## src/rtl/bcd_display_driver_if.sv

```systemverilog
// Bus between counter/score logic and the BCD display driver.
// The master supplies value/load/enable; the slave returns segments and status.
interface bcd_display_driver_if #(
    parameter int VALUE_W = 6,
    parameter int DIGITS  = 2
);
    logic [VALUE_W-1:0]  value;
    logic                load;
    logic                enable;
    logic [7*DIGITS-1:0] hex;
    logic                busy;
    logic                done;
    logic                ovf;

    modport master (output value, load, enable, input hex, busy, done, ovf);
    modport slave  (input value, load, enable, output hex, busy, done, ovf);
endinterface

```

## src/rtl/bcd_display_driver.sv

```systemverilog
// Binary to BCD conversion (shift-and-add-3) driving DIGITS active-low
// seven-segment digits, with saturation, leading-zero blanking and blink.
//
// state  | meaning
// IDLE   | waiting for load; display holds last committed value
// SHIFT  | one add-3/shift step per cycle, VALUE_W steps
// COMMIT | write scratch (or all nines on overflow) to display register
module bcd_display_driver #(
    parameter int VALUE_W     = 6,
    parameter int DIGITS      = 2,
    parameter int BLINK_BELOW = 3,
    parameter int BLINK_DIV   = 25_000_000,
    parameter int LZB         = 0
) (
    input logic clk,
    input logic rst,
    bcd_display_driver_if.slave bus
);
    localparam int SW = 4*DIGITS + 4;
    localparam int CW = $clog2(VALUE_W + 1);
    localparam int BW = (BLINK_DIV > 1) ? $clog2(BLINK_DIV) : 1;
    localparam int XW = VALUE_W + 64;

    function automatic logic [XW-1:0] disp_max();
        logic [XW-1:0] p;
        p = XW'(1);
        for (int i = 0; i < DIGITS; i++) p = p * XW'(10);
        return p - XW'(1);
    endfunction

    localparam logic [XW-1:0] DISP_MAX = disp_max();

    function automatic logic [6:0] glyph(input logic [3:0] d);
        case (d)
            4'd0:    glyph = 7'b0000001;
            4'd1:    glyph = 7'b1001111;
            4'd2:    glyph = 7'b0010010;
            4'd3:    glyph = 7'b0000110;
            4'd4:    glyph = 7'b1001100;
            4'd5:    glyph = 7'b0100100;
            4'd6:    glyph = 7'b0100000;
            4'd7:    glyph = 7'b0001111;
            4'd8:    glyph = 7'b0000000;
            4'd9:    glyph = 7'b0000100;
            default: glyph = 7'b1111111;
        endcase
    endfunction

    typedef enum logic [1:0] {IDLE, SHIFT, COMMIT} state_e;

    state_e              state_q, state_d;
    logic [CW-1:0]       cnt_q, cnt_d;
    logic [VALUE_W-1:0]  sr_q, sr_d;
    logic [SW-1:0]       scr_q, scr_d;
    logic [VALUE_W-1:0]  val_q, val_d;
    logic [VALUE_W-1:0]  blink_val_q, blink_val_d;
    logic [4*DIGITS-1:0] disp_q, disp_d;
    logic                ovf_q, ovf_d;
    logic                done_q, done_d;
    logic [7*DIGITS-1:0] hex_q, hex_d;
    logic [BW-1:0]       blk_cnt_q, blk_cnt_d;
    logic                phase_q, phase_d;

    logic [SW-1:0]       adj;
    logic                lead;
    logic [3:0]          nib;
    logic                blk_wrap;

    always_comb begin
        state_d     = state_q;
        cnt_d       = cnt_q;
        sr_d        = sr_q;
        scr_d       = scr_q;
        val_d       = val_q;
        blink_val_d = blink_val_q;
        disp_d      = disp_q;
        ovf_d       = ovf_q;
        done_d      = 1'b0;

        adj = scr_q;
        for (int i = 0; i < DIGITS + 1; i++) begin
            if (adj[4*i +: 4] >= 4'd5) adj[4*i +: 4] = adj[4*i +: 4] + 4'd3;
        end

        case (state_q)
            IDLE: begin
                if (bus.load) begin
                    val_d   = bus.value;
                    sr_d    = bus.value;
                    scr_d   = '0;
                    cnt_d   = CW'(VALUE_W);
                    state_d = SHIFT;
                end
            end
            SHIFT: begin
                {scr_d, sr_d} = {adj, sr_q} << 1;
                cnt_d = cnt_q - CW'(1);
                if (cnt_q == CW'(1)) state_d = COMMIT;
            end
            COMMIT: begin
                if (XW'(val_q) > DISP_MAX) begin
                    disp_d = {DIGITS{4'd9}};
                    ovf_d  = 1'b1;
                end else begin
                    disp_d = scr_q[4*DIGITS-1:0];
                    ovf_d  = 1'b0;
                end
                blink_val_d = val_q;
                done_d      = 1'b1;
                state_d     = IDLE;
            end
            default: state_d = IDLE;
        endcase
    end

    always_comb begin
        blk_wrap  = (blk_cnt_q == BW'(BLINK_DIV - 1));
        blk_cnt_d = blk_wrap ? '0 : blk_cnt_q + BW'(1);
        phase_d   = blk_wrap ? ~phase_q : phase_q;
    end

    // Leading-zero scan runs from the most significant digit down; units always shown.
    always_comb begin
        hex_d = '1;
        lead  = 1'b1;
        nib   = '0;
        if (bus.enable && !((XW'(blink_val_q) < XW'(BLINK_BELOW)) && !phase_q)) begin
            for (int i = DIGITS - 1; i >= 0; i--) begin
                nib = disp_q[4*i +: 4];
                if (LZB != 0 && lead && nib == 4'd0 && i != 0) begin
                    hex_d[7*i +: 7] = 7'b1111111;
                end else begin
                    hex_d[7*i +: 7] = glyph(nib);
                    lead = 1'b0;
                end
            end
        end
    end

    always_ff @(posedge clk) begin
        if (rst) begin
            state_q     <= IDLE;
            cnt_q       <= '0;
            sr_q        <= '0;
            scr_q       <= '0;
            val_q       <= '0;
            blink_val_q <= '0;
            disp_q      <= '0;
            ovf_q       <= 1'b0;
            done_q      <= 1'b0;
            hex_q       <= '1;
            blk_cnt_q   <= '0;
            phase_q     <= 1'b1;
        end else begin
            state_q     <= state_d;
            cnt_q       <= cnt_d;
            sr_q        <= sr_d;
            scr_q       <= scr_d;
            val_q       <= val_d;
            blink_val_q <= blink_val_d;
            disp_q      <= disp_d;
            ovf_q       <= ovf_d;
            done_q      <= done_d;
            hex_q       <= hex_d;
            blk_cnt_q   <= blk_cnt_d;
            phase_q     <= phase_d;
        end
    end

    assign bus.hex  = hex_q;
    assign bus.busy = (state_q != IDLE);
    assign bus.done = done_q;
    assign bus.ovf  = ovf_q;
endmodule

```

## src/flat_wrapper.sv

```systemverilog
// flat-port wrapper written by rule: the top's interface ports become plain ports
module bcd_display_driver_flat 
#(
    parameter int VALUE_W     = 6,
    parameter int DIGITS      = 2,
    parameter int BLINK_BELOW = 3,
    parameter int BLINK_DIV   = 25_000_000,
    parameter int LZB         = 0
)
  (clk, rst, bus_value, bus_load, bus_enable, bus_hex, bus_busy, bus_done, bus_ovf);
  bcd_display_driver_if #(.VALUE_W(VALUE_W), .DIGITS(DIGITS)) bus_i ();
  input logic clk;
  input logic rst;
  input wire logic [$bits(bus_i.value)-1:0] bus_value;
  input wire logic [$bits(bus_i.load)-1:0] bus_load;
  input wire logic [$bits(bus_i.enable)-1:0] bus_enable;
  output wire logic [$bits(bus_i.hex)-1:0] bus_hex;
  output wire logic [$bits(bus_i.busy)-1:0] bus_busy;
  output wire logic [$bits(bus_i.done)-1:0] bus_done;
  output wire logic [$bits(bus_i.ovf)-1:0] bus_ovf;
  assign bus_i.value = bus_value;
  assign bus_i.load = bus_load;
  assign bus_i.enable = bus_enable;
  assign bus_hex = bus_i.hex;
  assign bus_busy = bus_i.busy;
  assign bus_done = bus_i.done;
  assign bus_ovf = bus_i.ovf;
  bcd_display_driver #(.VALUE_W(VALUE_W), .DIGITS(DIGITS), .BLINK_BELOW(BLINK_BELOW), .BLINK_DIV(BLINK_DIV), .LZB(LZB)) u_core (.clk(clk), .rst(rst), .bus(bus_i));
endmodule
```

## config.mk

```make
export PLATFORM = sky130hd
export DESIGN_NAME = bcd_display_driver_flat
export DESIGN_NICKNAME = d
export VERILOG_FILES = /design/src/rtl/bcd_display_driver_if.sv /design/src/rtl/bcd_display_driver.sv /design/src/flat_wrapper.sv
export SDC_FILE = /design/constraint.sdc
export NUM_CORES = 1
export LEC_CHECK = 0
export CAP_MARGIN = 30
export CORE_MARGIN = 4
export CORE_UTILIZATION = 60
export CTS_BUF_LIST = sky130_fd_sc_hd__clkbuf_8
export CTS_CLUSTER_SIZE = 12
export DETAILED_ROUTE_END_ITERATION = 8
export MAX_ROUTING_LAYER = met4
export PLACE_DENSITY = 0.93
export SLEW_MARGIN = 40
export SYNTH_ARGS = -nofsm -noshare
export SYNTH_HDL_FRONTEND = slang
export SYNTH_SLANG_ARGS = --single-unit
```

## constraint.sdc

```tcl
create_clock -name clk -period 2 [get_ports clk]
set_input_delay 0.3 -clock clk [delete_from_list [all_inputs] [get_ports clk]]
set_output_delay 0.3 -clock clk [all_outputs]
set_load 0.05 [all_outputs]
```

# Word-level counts from Yosys, hierarchy flattened
# Memory sizes are Yosys's and may differ from the RTL's. A register that Yosys moved wholly into a read port is not among the register bits.
# Index checks and enable logic that the tools add are counted.
[totals]
regBits = 70
latchBits = 0
ram_bits = 0
romBits = 224
n_memories = 2
[classes]
add_sub_neg = 5
multipliers = 0
div = 0
n_lt_le_gt_ge = 4
eq_ne = 6
shifts = 0
muxes = 13
n_bitwise = 2
reduce_logical = 12
[memory_table]
columns = ["memory", "words", "width", "rd", "rd_clocked_by_memory_dff", "wr", "line_no", "source"]
rows = [
  ["(name not given)", 16, 7, 1, 1, 0, "bcd_display_driver.sv:34", "case (d)"],
  ["(name not given)", 16, 7, 1, 1, 0, "bcd_display_driver.sv:34", ""],
]
[op_table]
columns = ["operator", "n"]
rows = [
  ["$add A25 B1 Y25 const B", 1],
  ["$eq A25 B25 Y1 const B", 1],
  ["$pmux W12 S2", 1],
  ["$ge A4 B3 Y1 const B", 3],
  ["$mux W12", 1],
  ["$pmux W6 S2", 1],
  ["$add A4 B2 Y4 const B", 2],
  ["$mux W4", 2],
  ["$lt A6 B2 Y1 const B", 1],
  ["$mux W3", 2],
  ["$mux W6", 1],
  ["$pmux W3 S2", 1],
  ["$reduce_and A2 Y1", 3],
  ["$mux W2", 2],
  ["$pmux W2 S2", 1],
  ["$reduce_bool A2 Y1", 2],
  ["$reduce_or A2 Y1", 2],
  ["$add A3 B2 Y3 const B", 1],
  ["$eq A3 B1 Y1 const B", 1],
  ["$sub A3 B1 Y3 const B", 1],
  ["$eq A2 B1 Y1 const B", 1],
  ["$eq A2 B2 Y1 const B", 1],
  ["$logic_and A1 B1 Y1", 2],
  ["$logic_not A1 Y1", 2],
  ["other kinds (5)", 6],
]

# Depth between registers and ports, before layout
# Gate-level depths: netlist (run 1).
[logic_depth]
depth_word = 6
mapped_depth = 7
ltp_nobuf = 7

# Worst setup path before layout (run 1)
# No wires, ideal clock.
[synth_path]
path_kind = "register to register"
from = "register u_core.blk_cnt_q[0]"
to = "register u_core.blk_cnt_q[10]"
setup_time_ns = 0.115
arrival_ns = 1.439
slack_ns = 0.446
stages_incl_launch_ff = 8
n_path_buf = 2
path_cell_list = "dfxtp_1 ha_1 nand3_1 nor4_2 or2_1 buf_4 buf_6 nor2_1"
[synth_via]
elab_chain_cells = 2
word_cells_on_any_way = 3
cone_classes = "add/sub (1); eq/ne (1); reduce/logical (1)"
[synth_rtl]
columns = ["item", "line_no", "source"]
rows = [
  ["start, declared", "bcd_display_driver.sv:61", "logic [BW-1:0] blk_cnt_q, blk_cnt_d;"],
  ["start signal, assigned", "bcd_display_driver.sv:165", "blk_cnt_q <= blk_cnt_d;"],
  ["branches (longest 2 deep; another with $add A25 B1 Y25)", "-", ""],
]
# Parallel ways; which one is timed is not known.
# A chain may end at the register's enable or synchronous reset.

# Worst setup path after layout (run 1)
[layout_path]
from = "register u_core.hex_q[8] (netlist: u_core.bus.hex[8])"
to = "output port bus_hex[8]"
[layout_lines]
columns = ["item", "line_no", "source"]
rows = [
  ["start, declared", "bcd_display_driver.sv:60", "logic [7*DIGITS-1:0] hex_q, hex_d;"],
  ["end, declared", "flat_wrapper.sv:17", "output wire logic [$bits(bus_i.hex)-1:0] bus_hex;"],
]
# No word-level cell between the ends.

==> results of run 1 <==
area by class of cell:
type / instances / area share
flip-flops and latches: 80 / 0.409
clock inverters: 6 / 0.0154
well taps: 72 / 0.0230
multi-input cells: 292 / 0.424
clock buffers: 10 / 0.0352
inverters: 14 / 0.0134
repair buffers: 31 / 0.0793
worst max-delay path by stage:
stage | startpoint | to | slack [ns]
3_5_place_dp | u_core.blk_cnt_q[0] | u_core.blk_cnt_q[5] | 0.29
6_report | u_core.bus.hex[8] | bus_hex[8] | 0.24
4_1_cts | u_core.state_q[1] | bus_busy | 0.05
3_3_place_gp | bus_load | u_core.scr_q[7] | 0.38
2_1_floorplan | u_core.blk_cnt_q[0] | u_core.blk_cnt_q[10] | 0.45
5_1_grt | u_core.blk_cnt_q[0] | u_core.blk_cnt_q[6] | 0.08
per-stage QoR:
stage	utilization	hold slack (ns)	instances	instance area [um2]	power (mW)
3_5_place_dp	0.674	0.442	489	3710	1.95
5_1_grt	0.711	0.480	505	3910	3.21
6_report	0.711	0.455	505	3910	3.08
3_3_place_gp	0.674	0.444	489	3710	1.94
4_1_cts	0.710	0.454	505	3910	3.09
2_1_floorplan	-	0.429	407	3420	1.87
layer usage:
metal  part of all wire  global-route usage  wire length (um)  up-vias
li1                   -                   -                 -     1389
met5                  0                   -                 0        -
met3              0.045              0.0365               298       13
met2               0.51               0.349              3370       74
met1               0.42               0.233              2820     1284
met4              0.024               0.104               159        0
power by group through the flow:
stage | logic (mW) | registers (mW) | clock network [mW]
2_1_floorplan | 0.128 | 1.74 | 0
3_3_place_gp | 0.246 | 1.70 | 0
3_5_place_dp | 0.253 | 1.70 | 0
4_1_cts | 0.255 | 1.66 | 1.17
5_1_grt | 0.276 | 1.67 | 1.27
6_report | 0.255 | 1.66 | 1.17
cells in the mapped netlist:
cell,n,area [um2]
a211oi_1,2,15.0
a21boi_0,2,15.0
a21o_1,1,7.51
a21oi_1,42,210
a221oi_1,1,8.76
a31oi_1,6,37.5
and2_1,2,12.5
and3_1,4,25.0
and3b_1,1,8.76
and4_1,2,17.5
buf_4,2,15.0
buf_6,2,22.5
clkbuf_1,17,63.8
conb_1,1,3.75
dfxtp_1,80,1600
ha_1,17,213
inv_1,14,52.6
mux2i_1,1,10.0
nand2_1,73,274
nand2b_1,8,50.1
nand3_1,19,95.1
nand3b_1,1,7.51
nand4_1,5,31.3
nand4_2,1,12.5
nor2_1,41,154
nor2b_1,3,18.8
nor3_1,6,30.0
nor3_2,1,10.0
nor4_1,2,12.5
nor4_2,2,25.0
nor4b_1,1,8.76
o211ai_1,1,7.51
o21ai_0,15,75.1
or2_1,1,6.26
or2_2,2,12.5
xnor2_1,9,78.8
xor2_1,19,166
registers in the layout, summed over array words and instances, names as in the netlist, 2 cells and up:
| register | flops |
|---|---|
| u_core.sr_q | 6 |
| u_core.disp_q | 8 |
| u_core.blk_cnt_q | 25 |
| u_core.bus.hex | 14 |
| u_core.val_q | 6 |
| u_core.state_q | 2 |
| u_core.cnt_q | 3 |
| u_core.scr_q | 8 |
| u_core.blink_val_q | 6 |
kinds of logic after synthesis:
family	after synthesis
compound gates	70
xor+xnor	28
fa+ha+maj	17
other cells	1
buf+inv	35
mux	1
simple gates	175
flops	80
layout by cell type (no fill, tap or decap), types with 3 or more instances in the layout:
master           instances
dfxtp_1                 80
nand2_1                 73
a21oi_1                 42
nor2_1                  41
clkdlybuf4s50_1         24
nand3_1                 19
xor2_1                  19
ha_1                    17
inv_1                   15
o21ai_0                 15
clkbuf_8                10
xnor2_1                  9
nand2b_1                 8
a31oi_1                  6
nor3_1                   6
nand4_1                  5
buf_4                    5
and3_1                   4
nor2b_1                  3
timing repair:
action,4_1_cts,5_1_grt
setup buffers,0,0
setup endpoints to repair,0,1
gates resized for setup,0,1
==> qor.log, run 1 <==
INFO  run_status     outcome=completed
INFO  finish         area.growth.synth_to_final=14.5%
INFO  detailed_routing detail_route.wirelength=6650um
INFO  setup_path     worst_setup_path_start_kind=register
INFO  global_route   grt_start_max_net_pins=29
INFO  synth          synth_cells=407
INFO  clock_network  cts-hold-fix-buffers=0
INFO  synth          yosys_warnings=0
INFO  synth          synth_compound_gate_area_share=0.110
INFO  detailed_routing wl_cell=13.2um
INFO  die            chipWidth=83.5um
INFO  timing         finalWorstSetupSlack=0.241ns
INFO  synth          ys_types=37
INFO  synth          synth.area.mux_share=0.00293
INFO  placement      io_buffer_count=25
INFO  global_route   gr-usage-all-layers=0.206
INFO  placement      replace_congestion=0.830
INFO  flow_run       timing.max_cap.violations=0
INFO  detailed_routing drt_iter0_markers=225
INFO  setup_path     timing.critical_path.max_delay_family=buffers and inverters
INFO  power          leakagePower=1.45nW
INFO  die            start_util=0.620
INFO  setup_path     setup_crit_path_kind=register to primary output
INFO  finish         multi_input_gate_area=1660um2
INFO  setup_path     crit_path_max_fanout=1
INFO  synth          post_synth.cell_area_avg=8.39um2
INFO  timing         aggregate_negative_setup_slack=0ns
INFO  die            die-area=6960um2
INFO  clock_network  clock-sinks=80
INFO  power          internal-power=2.33mW
INFO  setup_path     reg2reg_setup_slack=0.29ns
INFO  detailed_routing detail-route-antenna-nets=0
INFO  setup_path     timing.critical_path.required=1.70ns
INFO  clock_network  clock_tree_from_tritoncts=yes
INFO  timing         peak_clock_frequency_supported_by_timing=569MHz
INFO  finish         nNetsFinal=455
INFO  worst_hold_path timing.hold.worst.start=u_core.val_q[1]
INFO  global_route   number_of_antenna_violations_at_the_first_check_in_global_routing=0
INFO  clock_network  clk_pin_slew_worst_paths=0.08ns
INFO  setup_path     crit_path_cell_chain=clkdlybuf4s50_1
INFO  finish         fillers=352
INFO  placement      post-place-ws=0.291ns
INFO  power          power.share.sequential=0.539
INFO  setup_path     timing.critical_path.to_type=primary output
INFO  timing         setup_viol_count_final=0
INFO  timing         max_slew_headroom=0.573
INFO  timing         grt_setup_unrepaired=no
INFO  global_route   grt_pass1_vias=2654
INFO  synth          post_synth_and_or_nand_nor_area_fraction=0.238
INFO  detailed_routing drtPass1Iterations=5
INFO  global_route   remaining_overflow_grt=0
INFO  clock_network  cts-htree-levels=3
INFO  synth          largest_family_of_logic_cells_by_synthesized_area=simple AND/OR/NAND/NOR gates
INFO  power          comb_power_share=0.083
INFO  synth          synth_xor_xnor_area_share=0.0718
INFO  clock_network  clock_latency=0.35ns
INFO  finish         count_of_inserted_antenna_diode_cells=0
INFO  finish         post_route_cells_drive_above_1_share=0.0624
INFO  power          vdd_ir_drop_max=0.501mV
INFO  timing         final-max-slew-violation-count=0
INFO  detailed_routing route.detailed.drc=0
INFO  setup_path     cp_slowest_stage_delay=0.79ns
INFO  clock_network  cts.path.max_buffers=2
INFO  detailed_routing vias_per_cell=5.47
INFO  power          p_per_area=788nW/um2
INFO  timing         report.final.hold_viol_count=0
INFO  power          p_sw=754uW
INFO  detailed_routing dr_total_vias=2760
INFO  finish         ff_latch_area=1600um2
INFO  setup_path     regToRegEndpoint=u_core.blk_cnt_q[11]
INFO  synth          synth_seq_area_share=0.469
INFO  synth          synthesis.area=3420um2
INFO  setup_path     worst-r2r-cell-count=6
INFO  setup_path     crit_cells=1
INFO  die            rows=27
INFO  clock_network  root_buffer=clkbuf_8
INFO  synth          synth_seq_cells=80
INFO  die            vertical_die_dimension=83.5um
INFO  setup_path     critical_path.n_buffers_inverters=1
INFO  setup_path     worstPathArrival=1.46ns
INFO  synth          synthesis.nets=434
INFO  placement      hpwl_after_detailed_placement=4450um
INFO  die            top_level_ports=27
INFO  setup_path     worst_r2r_startpoint=u_core.blk_cnt_q[0]
INFO  timing         tightest_slew=0.640ns
INFO  power          sw_frac_of_total=0.244
INFO  worst_hold_path whs_endpoint=u_core.blink_val_q[1]
INFO  timing         clock_skews=0.00707ns
INFO  die            core_area=5510um2
INFO  timing         layout_min_cycle_time=1.76ns
INFO  worst_hold_path hp-class=register to register
INFO  setup_path     slowest_stage=clkdlybuf4s50_1
INFO  synth          adder_and_majority_cell_fraction_of_the_synthesized_area=0.0623
INFO  worst_hold_path worstHoldPathCells=2
INFO  power          clock_power_share=0.378
INFO  global_route   grt_pass1_wl=11500um
INFO  clock_network  tritoncts.num_buffers=9
INFO  timing         period_share=0.879
Note: power is estimated with default switching activity, not from simulation.
==> run 2: changes to the inputs <==
--- a/config.mk
+++ b/config.mk
@@ -5,7 +5,7 @@
 export SDC_FILE = /design/constraint.sdc
 export NUM_CORES = 1
 export LEC_CHECK = 0
-export CAP_MARGIN = 30
+export CAP_MARGIN = 5
 export CORE_MARGIN = 4
 export CORE_UTILIZATION = 60
 export CTS_BUF_LIST = sky130_fd_sc_hd__clkbuf_8
==> results of run 2 <==
No change in the layout: final DEF, timing and power equal those of run 1.
